## src/rtl/l6_ctrl_pkg.sv

```systemverilog
// Shared constants for the Lab 6 step controller.
//   - control FSM state encoding (2 bits)
//   - default parameter values used by l6_step_ctrl and key_debounce
package l6_ctrl_pkg;

   localparam logic [1:0] S_IDLE = 2'd0;
   localparam logic [1:0] S_RUN  = 2'd1;
   localparam logic [1:0] S_DONE = 2'd2;

   localparam int DEB_CYCLES_DEF = 16;
   localparam int RATE_W_DEF     = 24;
   localparam int PAT_W_DEF      = 16;

endpackage

```

## src/rtl/key_debounce.sv

```systemverilog
// Pushbutton conditioner: 2-flop synchronizer, stability counter, falling-edge detect.
// Ports:
//   clk    system clock
//   rst    asynchronous active-low reset
//   key_n  raw pushbutton, low = pressed, asynchronous to clk
//   level  debounced key level (1 = released)
//   press  one-cycle pulse on a debounced 1->0 transition
module key_debounce
   import l6_ctrl_pkg::*;
#(
   parameter int DEB_CYCLES = DEB_CYCLES_DEF
) (
   input  logic clk,
   input  logic rst,
   input  logic key_n,
   output logic level,
   output logic press
);

   localparam int CNT_W = $clog2(DEB_CYCLES + 1);

   logic             sync1_q, sync2_q;
   logic             level_q, level_d;
   logic             press_q, press_d;
   logic [CNT_W-1:0] cnt_q, cnt_d;

   // The level only flips once the counter has already reached DEB_CYCLES and the
   // sample still disagrees, so a bounce shorter than DEB_CYCLES cycles never lands.
   always_comb begin
      level_d = level_q;
      cnt_d   = '0;
      if (sync2_q != level_q) begin
         if (cnt_q == CNT_W'(DEB_CYCLES)) begin
            level_d = sync2_q;
         end else begin
            cnt_d = cnt_q + 1'b1;
         end
      end
      press_d = level_q & ~level_d;
   end

   // Synchronizer resets to "released" so reset release never looks like a press.
   always_ff @(posedge clk or negedge rst) begin
      if (!rst) begin
         sync1_q <= 1'b1;
         sync2_q <= 1'b1;
         level_q <= 1'b1;
         press_q <= 1'b0;
         cnt_q   <= '0;
      end else begin
         sync1_q <= key_n;
         sync2_q <= sync1_q;
         level_q <= level_d;
         press_q <= press_d;
         cnt_q   <= cnt_d;
      end
   end

   assign level = level_q;
   assign press = press_q;

endmodule

```

## src/rtl/l6_step_ctrl.sv

```systemverilog
// Step controller for the Lab 6 sequence-detector FSM. Produces single-cycle step
// enables from a debounced key (manual) or an auto-run divider, and supplies w
// either live from w_in or from a preloaded playback pattern.
// Ports:
//   clk      system clock
//   rst      asynchronous active-low reset
//   key_n    raw pushbutton, low = pressed
//   run      0 = manual (key), 1 = auto (timer)
//   rate     auto period minus one, in clk cycles
//   load     pattern load strobe
//   pattern  playback bits, bit 0 played first
//   w_in     live w source used in S_IDLE
//   step     one-cycle FSM enable (registered)
//   w        FSM input, valid with step (registered, holds otherwise)
//   pos      number of pattern bits already played
//   done     pattern exhausted
//
// state  | meaning
// S_IDLE | live stepping, w taken from w_in
// S_RUN  | playback, w taken from shift register bit 0
// S_DONE | pattern exhausted, steps suppressed until press or load
module l6_step_ctrl
   import l6_ctrl_pkg::*;
#(
   parameter int DEB_CYCLES = DEB_CYCLES_DEF,
   parameter int RATE_W     = RATE_W_DEF,
   parameter int PAT_W      = PAT_W_DEF
) (
   input  logic                       clk,
   input  logic                       rst,
   input  logic                       key_n,
   input  logic                       run,
   input  logic [RATE_W-1:0]          rate,
   input  logic                       load,
   input  logic [PAT_W-1:0]           pattern,
   input  logic                       w_in,
   output logic                       step,
   output logic                       w,
   output logic [$clog2(PAT_W+1)-1:0] pos,
   output logic                       done
);

   localparam int POS_W = $clog2(PAT_W + 1);

   logic              key_level;
   logic              press;
   logic              tick;
   logic              trig;

   logic [RATE_W-1:0] div_q, div_d;
   logic [1:0]        state_q, state_d;
   logic [PAT_W-1:0]  shreg_q, shreg_d;
   logic [POS_W-1:0]  pos_q, pos_d;
   logic              step_q, step_d;
   logic              w_q, w_d;

   key_debounce #(
      .DEB_CYCLES (DEB_CYCLES)
   ) u_key_debounce (
      .clk   (clk),
      .rst   (rst),
      .key_n (key_n),
      .level (key_level),
      .press (press)
   );

   // Plain increment with natural wrap: if rate drops below the current count the
   // divider runs up to all-ones and wraps before it can match again.
   always_comb begin
      tick  = run && (div_q == rate);
      div_d = '0;
      if (run && !tick) begin
         div_d = div_q + 1'b1;
      end
   end

   assign trig = run ? tick : press;

   always_comb begin
      state_d = state_q;
      shreg_d = shreg_q;
      pos_d   = pos_q;
      step_d  = 1'b0;
      w_d     = w_q;
      case (state_q)
         S_IDLE: begin
            if (load) begin
               shreg_d = pattern;
               pos_d   = '0;
               state_d = S_RUN;
            end else if (trig) begin
               step_d = 1'b1;
               w_d    = w_in;
            end
         end
         S_RUN: begin
            if (load) begin
               shreg_d = pattern;
               pos_d   = '0;
            end else if (trig) begin
               step_d  = 1'b1;
               w_d     = shreg_q[0];
               shreg_d = shreg_q >> 1;
               pos_d   = pos_q + 1'b1;
               if (pos_q + 1'b1 == POS_W'(PAT_W)) begin
                  state_d = S_DONE;
               end
            end
         end
         S_DONE: begin
            if (load) begin
               shreg_d = pattern;
               pos_d   = '0;
               state_d = S_RUN;
            end else if (press && !run) begin
               pos_d   = '0;
               state_d = S_IDLE;
            end
         end
         default: begin
            state_d = S_IDLE;
         end
      endcase
   end

   always_ff @(posedge clk or negedge rst) begin
      if (!rst) begin
         div_q   <= '0;
         state_q <= S_IDLE;
         shreg_q <= '0;
         pos_q   <= '0;
         step_q  <= 1'b0;
         w_q     <= 1'b0;
      end else begin
         div_q   <= div_d;
         state_q <= state_d;
         shreg_q <= shreg_d;
         pos_q   <= pos_d;
         step_q  <= step_d;
         w_q     <= w_d;
      end
   end

   assign step = step_q;
   assign w    = w_q;
   assign pos  = pos_q;
   assign done = (state_q == S_DONE);

endmodule

```

## config.mk

```make
export PLATFORM = sky130hd
export DESIGN_NAME = l6_step_ctrl
export DESIGN_NICKNAME = d
export VERILOG_FILES = /design/src/rtl/l6_ctrl_pkg.sv /design/src/rtl/key_debounce.sv /design/src/rtl/l6_step_ctrl.sv
export SDC_FILE = /design/constraint.sdc
export NUM_CORES = 1
export LEC_CHECK = 0
export CAP_MARGIN = 10
export CORE_UTILIZATION = 53
export CTS_CLUSTER_DIAMETER = 100
export DETAILED_ROUTE_END_ITERATION = 6
export GPL_ROUTABILITY_DRIVEN = 0
export PLACE_DENSITY = 0.85
export SLEW_MARGIN = 20
export SYNTH_ARGS = -nofsm -noshare
export SYNTH_HDL_FRONTEND = slang
export SYNTH_SLANG_ARGS = --single-unit
```

## constraint.sdc

```tcl
create_clock -name clk -period 2.4 [get_ports clk]
set_clock_uncertainty 0.15 [all_clocks]
set_input_delay 0.48 -clock clk [delete_from_list [all_inputs] [get_ports clk]]
set_output_delay 0.48 -clock clk [all_outputs]
set_load 0.05 [all_outputs]
```

==> results of run 1 <==
[metal layers]
metal / up-vias / share of wire [%]
met5: - / 0
met4: 0 / 4.0
met3: 32 / 6.9
met2: 153 / 51
met1: 1358 / 38
li1: 1207 / -
[cell usage after synthesis (2+ instances only)]
cell type | number | share of area (%)
buf_2 | 2 | 0.31
and4_2 | 2 | 0.62
nand3_1 | 16 | 2.5
o211ai_1 | 2 | 0.47
dfstp_2 | 3 | 2.5
dfrtp_1 | 55 | 43
nand2_1 | 21 | 2.5
buf_6 | 4 | 1.4
ha_1 | 4 | 1.6
nor3b_1 | 2 | 0.47
clkbuf_1 | 3 | 0.35
mux2_2 | 21 | 7.4
nor3_1 | 3 | 0.47
or4_1 | 2 | 0.47
nor2_1 | 39 | 4.6
nor4_1 | 5 | 0.98
and3_1 | 4 | 0.78
nor2b_1 | 2 | 0.39
o21a_1 | 2 | 0.47
and2_1 | 2 | 0.39
nand4_1 | 7 | 1.4
o21ai_0 | 7 | 1.1
xor2_1 | 41 | 11
inv_1 | 5 | 0.59
xnor2_1 | 9 | 2.5
and4_1 | 2 | 0.55
nor4_2 | 2 | 0.78
mux2_4 | 9 | 4.2
a21oi_1 | 2 | 0.31
[logic make-up after synthesis]
kind of cell               synth area share, %
AOI/OAI and AO/OA                        4.996
xor gates and xnor gates                 13.66
muxes                                    11.90
adders and majority gates                1.561
and+or+nand+nor                          18.54
DFF                                      45.39
buffers and inverters                    3.942
[cell type report]
type                    count  area, sq um
well taps                  72        90.09
flip-flops and latches     58         1458
clock inverters             2        35.03
fillers                   338         1314
multi-input cells         223         1728
repair buffers             93        859.6
clock buffers              14        172.7
inverters                   5        18.77
[worst register-to-register path, cell delays in order, from the launching register on]
cell,delay [ns]
dfrtp_1,0.44
xor2_1,0.17
nor4_2,0.38
nand2_1,0.17
nor3_2,0.26
o22a_2,0.23
buf_6,0.16
mux2_2,0.34
[power by group]
part           switching [mW]  total, mW  internal [mW]
logic                   0.200      0.432          0.232
registers              0.0590       1.11           1.06
clock network           0.386      0.949          0.564
total                   0.645       2.50           1.85
[layout by cell type, fill, tap and decap left out, types with 2 or more instances in the layout]
cell	count
or4_1	2
nor2b_1	2
and4_2	2
nand2_1	21
nand3_1	16
and3_1	4
nor3_1	2
clkbuf_1	2
o21a_1	2
o41a_1	2
and4_1	2
dlymetal6s2s_1	10
xor2_1	35
dlygate4sd2_1	10
dfrtp_2	2
buf_4	37
mux2_4	11
xnor2_1	9
clkbuf_8	12
nor4_4	2
buf_6	3
o211ai_1	2
a21oi_1	2
nor2_1	39
nor4_2	5
nor3b_1	2
mux2_2	19
dfstp_2	3
ha_1	4
and2_1	2
inv_1	5
nor3_2	2
dfrtp_1	53
o21ai_0	6
nand4_1	7
xor2_2	6
clkdlybuf4s50_1	31
[worst max-delay path by stage]
stage	cells past startpoint	endpoint	startpoint	slack (ns)
after global routing	8	pos[4]$_DFFE_PN0P_	rate[0]	-0.07
after floorplan	8	shreg_q[10]$_DFFE_PN0P_	rate[1]	0.15
final	8	pos[4]$_DFFE_PN0P_	rate[0]	-0.03
after CTS	9	shreg_q[4]$_DFFE_PN0P_	rate[16]	-0.006
after detailed placement	8	shreg_q[1]$_DFFE_PN0P_	rate[10]	-0.56
after global placement	8	shreg_q[4]$_DFFE_PN0P_	rate[10]	-0.46
[what timing repair did]
item                                    CTS  global route
pin swaps                                13            22
cloned                                    2             0
endpoints found under the setup margin   20            37
setup buffers                             5             5
resized for setup                        22            20
[sequential cells by signal, indices dropped and copies added, names as in the netlist]
name,cells
div_q,24
pos,5
shreg_q,16
state_q,2
step,1
u_key_debounce.cnt_q,5
u_key_debounce.level,1
u_key_debounce.press,1
u_key_debounce.sync1_q,1
u_key_debounce.sync2_q,1
w,1
[stage by stage]
step	power [mW]	hold WS, ns	TNS [ns]	cell area (sq um)
after floorplan	1.356	0.03441	0	3206
after global placement	1.518	0.1958	-11.71	3969
after detailed placement	1.539	0.2000	-15.69	3969
after CTS	2.491	0.007810	-0.01770	4287
after global routing	2.588	0.01751	-0.6970	4362
final	2.496	-0.01156	-0.1348	4362
==> results.txt, run 1 <==
The number of enable-type register cells in the synthesized netlist is 0. The path type of the worst setup path is primary input to flip-flop. Walking the worst path, the cells encountered are clkdlybuf4s50_1, xor2_1, nor4_2, nand4_1, buf_4, o41a_1, nand2_1, o211ai_1.

For this run, the total global-route usage over all layers was measured as 27.75%. The count of yosys warnings during synthesis came out at 0. The final setup violation count is 8. Cells fill 76.85% of the core in the end. The power per standard cell area is 572.2 nW/um^2.

The minimum setup slack in the final design is -0.03223 ns. Clock-pin slew was measured on the worst setup and hold paths at 0.07 ns. The worst register-to-register path ends at shreg_q[3]$_DFFE_PN0P_.

The headroom to the max-slew limit is 67.10%. The total number of vias came out at 2750. In this run, CTS created clock tree buffers numbering 9. The met3 usage in global routing is 6.171%. The data arrival time of the critical path came out at 2.48 ns. The delay of the slowest cell on the worst path came out at 0.54 ns.

The wire length per cell came out at 18.70 microns. The count of pins over their slew limit is 0. The die footprint came out at 6363 sq um. Hold timing on the final database bottoms out at a slack of -0.01156 ns. The worst register-to-register path begins at div_q[11]$_DFF_PN0_. The post-layout net count came out at 440. The largest buffer count on any clock path is 2. The number of non-filler instances in the completed layout is 467. The global-route met2 utilization is 47.09%. Compared with the post-synthesis result, the final layout area differs by 36.07%.

The worst setup path is launched from a primary input. The library cell contributing the largest single delay on the critical path is o41a_1. The worst supply voltage drop on vdd came out at 0.0004572 V. The later pin in the worst-skew pair is clocked with a latency of 0.35 ns. The remaining number of nets flagged by the antenna check after routing came out at 0. For this run, global-route usage on met1 was measured as 33.01%. The average footprint of a synthesized cell came out at 10.79 sq um. Setup repair after global routing could not meet its margin everywhere. The number of sinks driven by the clock tree came out at 58. The post-synthesis register bit count is 58. The number of antenna violations at the first check in global routing came out at 0. Counting tap cells, the placed design contains a total of 441 instances. The routed design could run at a clock period as short as 2.432 ns.

The number of nets produced by synthesis came out at 347. Counting flops with an async set or reset pin after synthesis yields a share of 100.0%. The most congested layer reported by global routing is met2. Data on the critical path is required at its endpoint by 2.45 ns. The height of the die is 79.77 microns. The number of buffer and inverter stages on the critical path is 2. The site row count came out at 27. Timing would allow up to 411.1 MHz.

The measured slew at the worst slew-check pin is 0.4920 ns. The horizontal die dimension came out at 79.77 microns. The number of detailed-routing iterations run before antenna repair came out at 4.

The final hold violation count is 9. The post-detailed-placement half-perimeter wirelength is 5242 microns. The largest fanout of any net on the critical path is 5. The worst setup path is captured at a flip-flop. The checks that failed: negative hold slack, negative setup slack. Pin placement for this block handled 54 I/O pins. The number of buffers inserted by port buffering came out at 53. The flow ran to the end, but the final reports show violations. In this run the number of H-tree levels came out at 3. The first global-routing pass estimated 13010 microns of wire.

The count of antenna diodes in the layout came out at 0. The main flop type after synthesis is dfrtp_1. The DRC violation count after routing came out at 0. The total wirelength of the detailed-routed design came out at 8733 microns. The detail-routed via count per cell is 5.889. The analysis attributes to cell leakage a power of 2.059 nW. The buffer cell driving the clock tree root is clkbuf_8. The number of max-cap violations came out at 0. Counting cells, the worst reg-to-reg path comes to 7.

The number of buffers inserted for hold repair after clock tree synthesis came out at 0. The sequential share of the synthesized area came out at 45.39%. The number of violations reported at the end of detailed-routing iteration 0 is 225. The pin count of the biggest net entering global routing came out at 30. Cells with a size suffix above 1 make up 28.35% of the layout. Setup slack on the worst reg-to-reg path comes out at -0.02 ns. TritonCTS built the clock tree. The pre-CTS setup slack is -0.5631 ns. The unique cell type count in the Yosys netlist came out at 48. The initial standard-cell utilization of the core is 56.48%. The cell area after technology mapping is 3206 sq um. The share of the clock period used by the worst path came out at 101.3%.

The tightest min-delay check is of the primary input to async pin type. The area of the core region is 5675 sq um. The via count of the first global-routing pass is 2691. The cell family contributing the most delay on the critical path is compound AO/OA/AOI/OAI gates. The total overflow reported by the global router came out at 0. The post-synthesis instance total came out at 297.
(Power assumes the default switching activity.)
==> run 2, diff against run 1 <==
==> constraint.sdc (replaced) <==
create_clock -name clk -period 2.4 [get_ports clk]
set_clock_uncertainty 0.15 [all_clocks]
set_input_delay 0.48 -clock clk [delete_from_list [all_inputs] [get_ports clk]]
set_output_delay 0.48 -clock clk [all_outputs]
set_load 0.1 [all_outputs]
==> run 2 against run 1 <==
The run ends with negative setup slack left. Clock-buffer cell count decreased by 3. Combinational power increased by 6.9%. Total power up 3.3%. Wire length shrank 11%. Worst setup slack got worse by 0.023 ns. Hold slack improved by 0.041 ns. Sequential share of layout area up 0.30 points. Cell area is 0.98% lower. Via count shrank 4.5%. Sequential power about the same. Global-route usage fell by 1.3 points. Critical endpoint is now pos[3]$_DFFE_PN0P_.
==> results.txt, run 2 (same netlist as run 1, synthesis figures left out) <==
The run finished, with violations left. The checks that failed: negative setup slack. The worst supply voltage drop on vdd is 0.0004124 V (-9.8%). The initial standard-cell utilization of the core is 56.48% (unchanged). The total wirelength of the detailed-routed design came out at 7740 microns (-11%).

The pin count of the biggest net entering global routing is 32 (+6.7%). The post-detailed-placement half-perimeter wirelength came out at 4986 microns (-4.9%). The detail-routed via count per cell came out at 5.659 (-3.9%).

The count of pins over their slew limit came out at 0 (unchanged). The area taken by multi-input logic gates was 1690 sq um (-2.2%). The final instance area came out at 4319 sq um (-0.98%). Setup repair after global routing could not meet its margin everywhere.

The root buffer cell chosen for the clock tree is clkbuf_8. The minimum setup slack in the final design is -0.05501 ns (-0.02279 ns). The required arrival time at the worst endpoint is 2.44 ns (about the same). The most common cell after layout, fill and taps aside is dfrtp_1. The count of antenna diodes in the layout was 0 (unchanged). TritonCTS built the clock tree. The headroom to the max-slew limit came out at 54.65% (-12 points). The number of buffers inserted by port buffering came out at 53 (unchanged). Walking the worst path, the cells encountered are clkdlybuf4s50_1, xor2_1, nor4_2, nand4_1, buf_4, o41a_1, nand2_1, o211ai_1. The timing-limited maximum frequency was 407.3 MHz (-0.93%).

The final setup violation count is 6 (-2). The met1 track demand over resource in global routing is 31.58% (-1.4 points). The area taken by flip-flops and latches is 1456 sq um (about the same). The share of the clock period used by the worst path is 102.3% (+0.95 points).

The remaining number of nets flagged by the antenna check after routing came out at 0 (unchanged). The number of detailed-routing iterations run before antenna repair came out at 5 (+1). The horizontal die dimension came to 79.77 microns (unchanged).

The final hold slack came out at 0.02896 ns (+0.04052 ns). The flip-flop count of the largest register, all copies and words added is 24 (unchanged). The delay of the slowest cell on the worst path came to 0.54 ns (about the same). The number of buffers created by CTS was 9 (unchanged). The post-layout net count is 437 (-0.68%).

The DRC violation count after routing is 0 (unchanged). The clock-pin transition on the worst setup and hold timing paths is 0.07 ns (about the same). The share of layout cells above drive strength 1 is 28.83% (+0.47 points). The most congested layer reported by global routing is met2.

The number of sinks driven by the clock tree is 58 (unchanged). The total of fill cells in the finished design was 356 (+5.3%). The area of the core region came out at 5675 sq um (unchanged). The via count of the first global-routing pass is 2613 (-2.9%). In the layout the commonest cells are 54 x dfrtp_1, 41 x buf_4, 39 x nor2_1.

The number of buffer and inverter stages on the critical path is 2 (unchanged). In the final layout, the registers with the most flip-flops are div_q: 24 flops, shreg_q: 16 flops. The worst setup path is captured at a flip-flop. The all-layer global routing usage was 26.43% (-1.3 points).

The largest fanout of any net on the critical path came out at 5 (unchanged). The leakage component of the power is 2.049 nW (-0.50%). The met3 usage in global routing came to 7.429% (+1.3 points). The final hold violation count is 0 (-9).

The path type of the worst setup path is primary input to flip-flop. The area growth from synthesis to layout is 34.74%. The largest buffer count on any clock path is 2 (unchanged). The data arrival time of the critical path was 2.50 ns (+0.02 ns). The number of antenna violations at the first check in global routing came out at 0 (unchanged). The site row count came out at 27 (unchanged). STA classifies the critical path startpoint as a primary input. The final critical path time including I/O delays and setup came to 2.455 ns (+0.02279 ns). The wire length per cell is 16.68 microns (-11%).

The min-delay analysis places its worst path in the category primary input to async pin. Broken down by cell family, the worst path's largest delay share belongs to compound AO/OA/AOI/OAI gates. The cell area reported after detailed placement came out at 3971 sq um (about the same).

The measured slew at the worst slew-check pin came out at 0.6803 ns (+0.1883 ns). The global-route met2 utilization was 44.62% (-2.5 points). The height of the die came to 79.77 microns (unchanged). The global-route wire length before repair is 12420 microns (-4.6%). div_q holds more flip-flops than any other register.

The total overflow reported by the global router came out at 0 (unchanged). The number of violations reported at the end of detailed-routing iteration 0 was 200 (-11%). The H-tree level count is 3 (unchanged). The total number of vias is 2626 (-4.5%).

The library cell contributing the largest single delay on the critical path is o41a_1. The worst-skew pair later-pin latency is 0.33 ns (-0.02 ns). The number of I/O pins is 54 (unchanged).

The die footprint was 6363 sq um (unchanged). The number of max-cap violations is 0 (unchanged). The power per standard cell area came to 597.1 nW/um^2 (+4.4%).
-- run 2: changes by cell type in the layout (fill, tap and decap cells not counted), sizes merged --
cell,change
dlygate4sd2,-1
buf,+4
clkinvlp,+1
clkbuf,-3
bufinv,+1
dlymetal6s2s,-1
clkdlybuf4s50,-5
clkinv,+1
-- run 2: what timing repair did --
| item | in CTS | in global routing |
|---|---|---|
| setup endpoints to repair | 20 | 27 |
| pin swaps | 15 | 17 |
| gates resized for setup | 14 | 14 |
| gates cloned | 1 | 0 |
| hold buffers | 0 | 0 |
| setup buffers | 3 | 4 |
-- run 2: through the flow --
stage	setup TNS (ns)	std cells	util, %	worst slack, ns	power [mW]
final	-0.1431	464	76.10	-0.05501	2.579
after floorplan	0	297	-	0.1306	1.404
after detailed placement	-14.37	440	69.97	-0.5199	1.583
after global routing	-0.5359	464	76.10	-0.09688	2.678
after global placement	-13.54	440	69.97	-0.4928	1.565
after CTS	0	460	74.69	0.003906	2.585
-- run 2: final cells by class --
class,count,share of cell area (%)
multi-input combinational,223,39.14
clock buffer,11,3.273
inverter,5,0.4345
timing repair buffer,90,19.55
sequential,58,33.72
clock inverter,5,1.796
tap,72,2.086
-- run 2: power breakdown --
part | internal [mW] | switching, mW
sequential | 1.05 | 0.0565
combinational | 0.223 | 0.239
clock | 0.610 | 0.396
-- run 2: worst paths after layout --
kind,from,end,slack (ns),depth (start not counted)
min reg2reg,u_key_debounce.sync1_q$_DFF_PN1_,u_key_debounce.sync2_q$_DFF_PN1_,0.21,0
min,rst,div_q[10]$_DFF_PN0_,0.03,1
max reg2reg,div_q[19]$_DFF_PN0_,pos[3]$_DFFE_PN0P_,-0.01,7
max,rate[3],pos[3]$_DFFE_PN0P_,-0.06,8
min in group clk,u_key_debounce.sync1_q$_DFF_PN1_,u_key_debounce.sync2_q$_DFF_PN1_,0.21,0
max in group asynchronous,rst,state_q[1]$_DFFE_PN0P_,1.47,2
-- run 2: routing by layer --
| metal | wire length, microns | vias up |
|---|---|---|
| li1 | - | 1206 |
| met5 | 0 | - |
| met4 | 277 | 0 |
| met2 | 3848 | 113 |
| met1 | 3132 | 1280 |
| met3 | 482 | 27 |
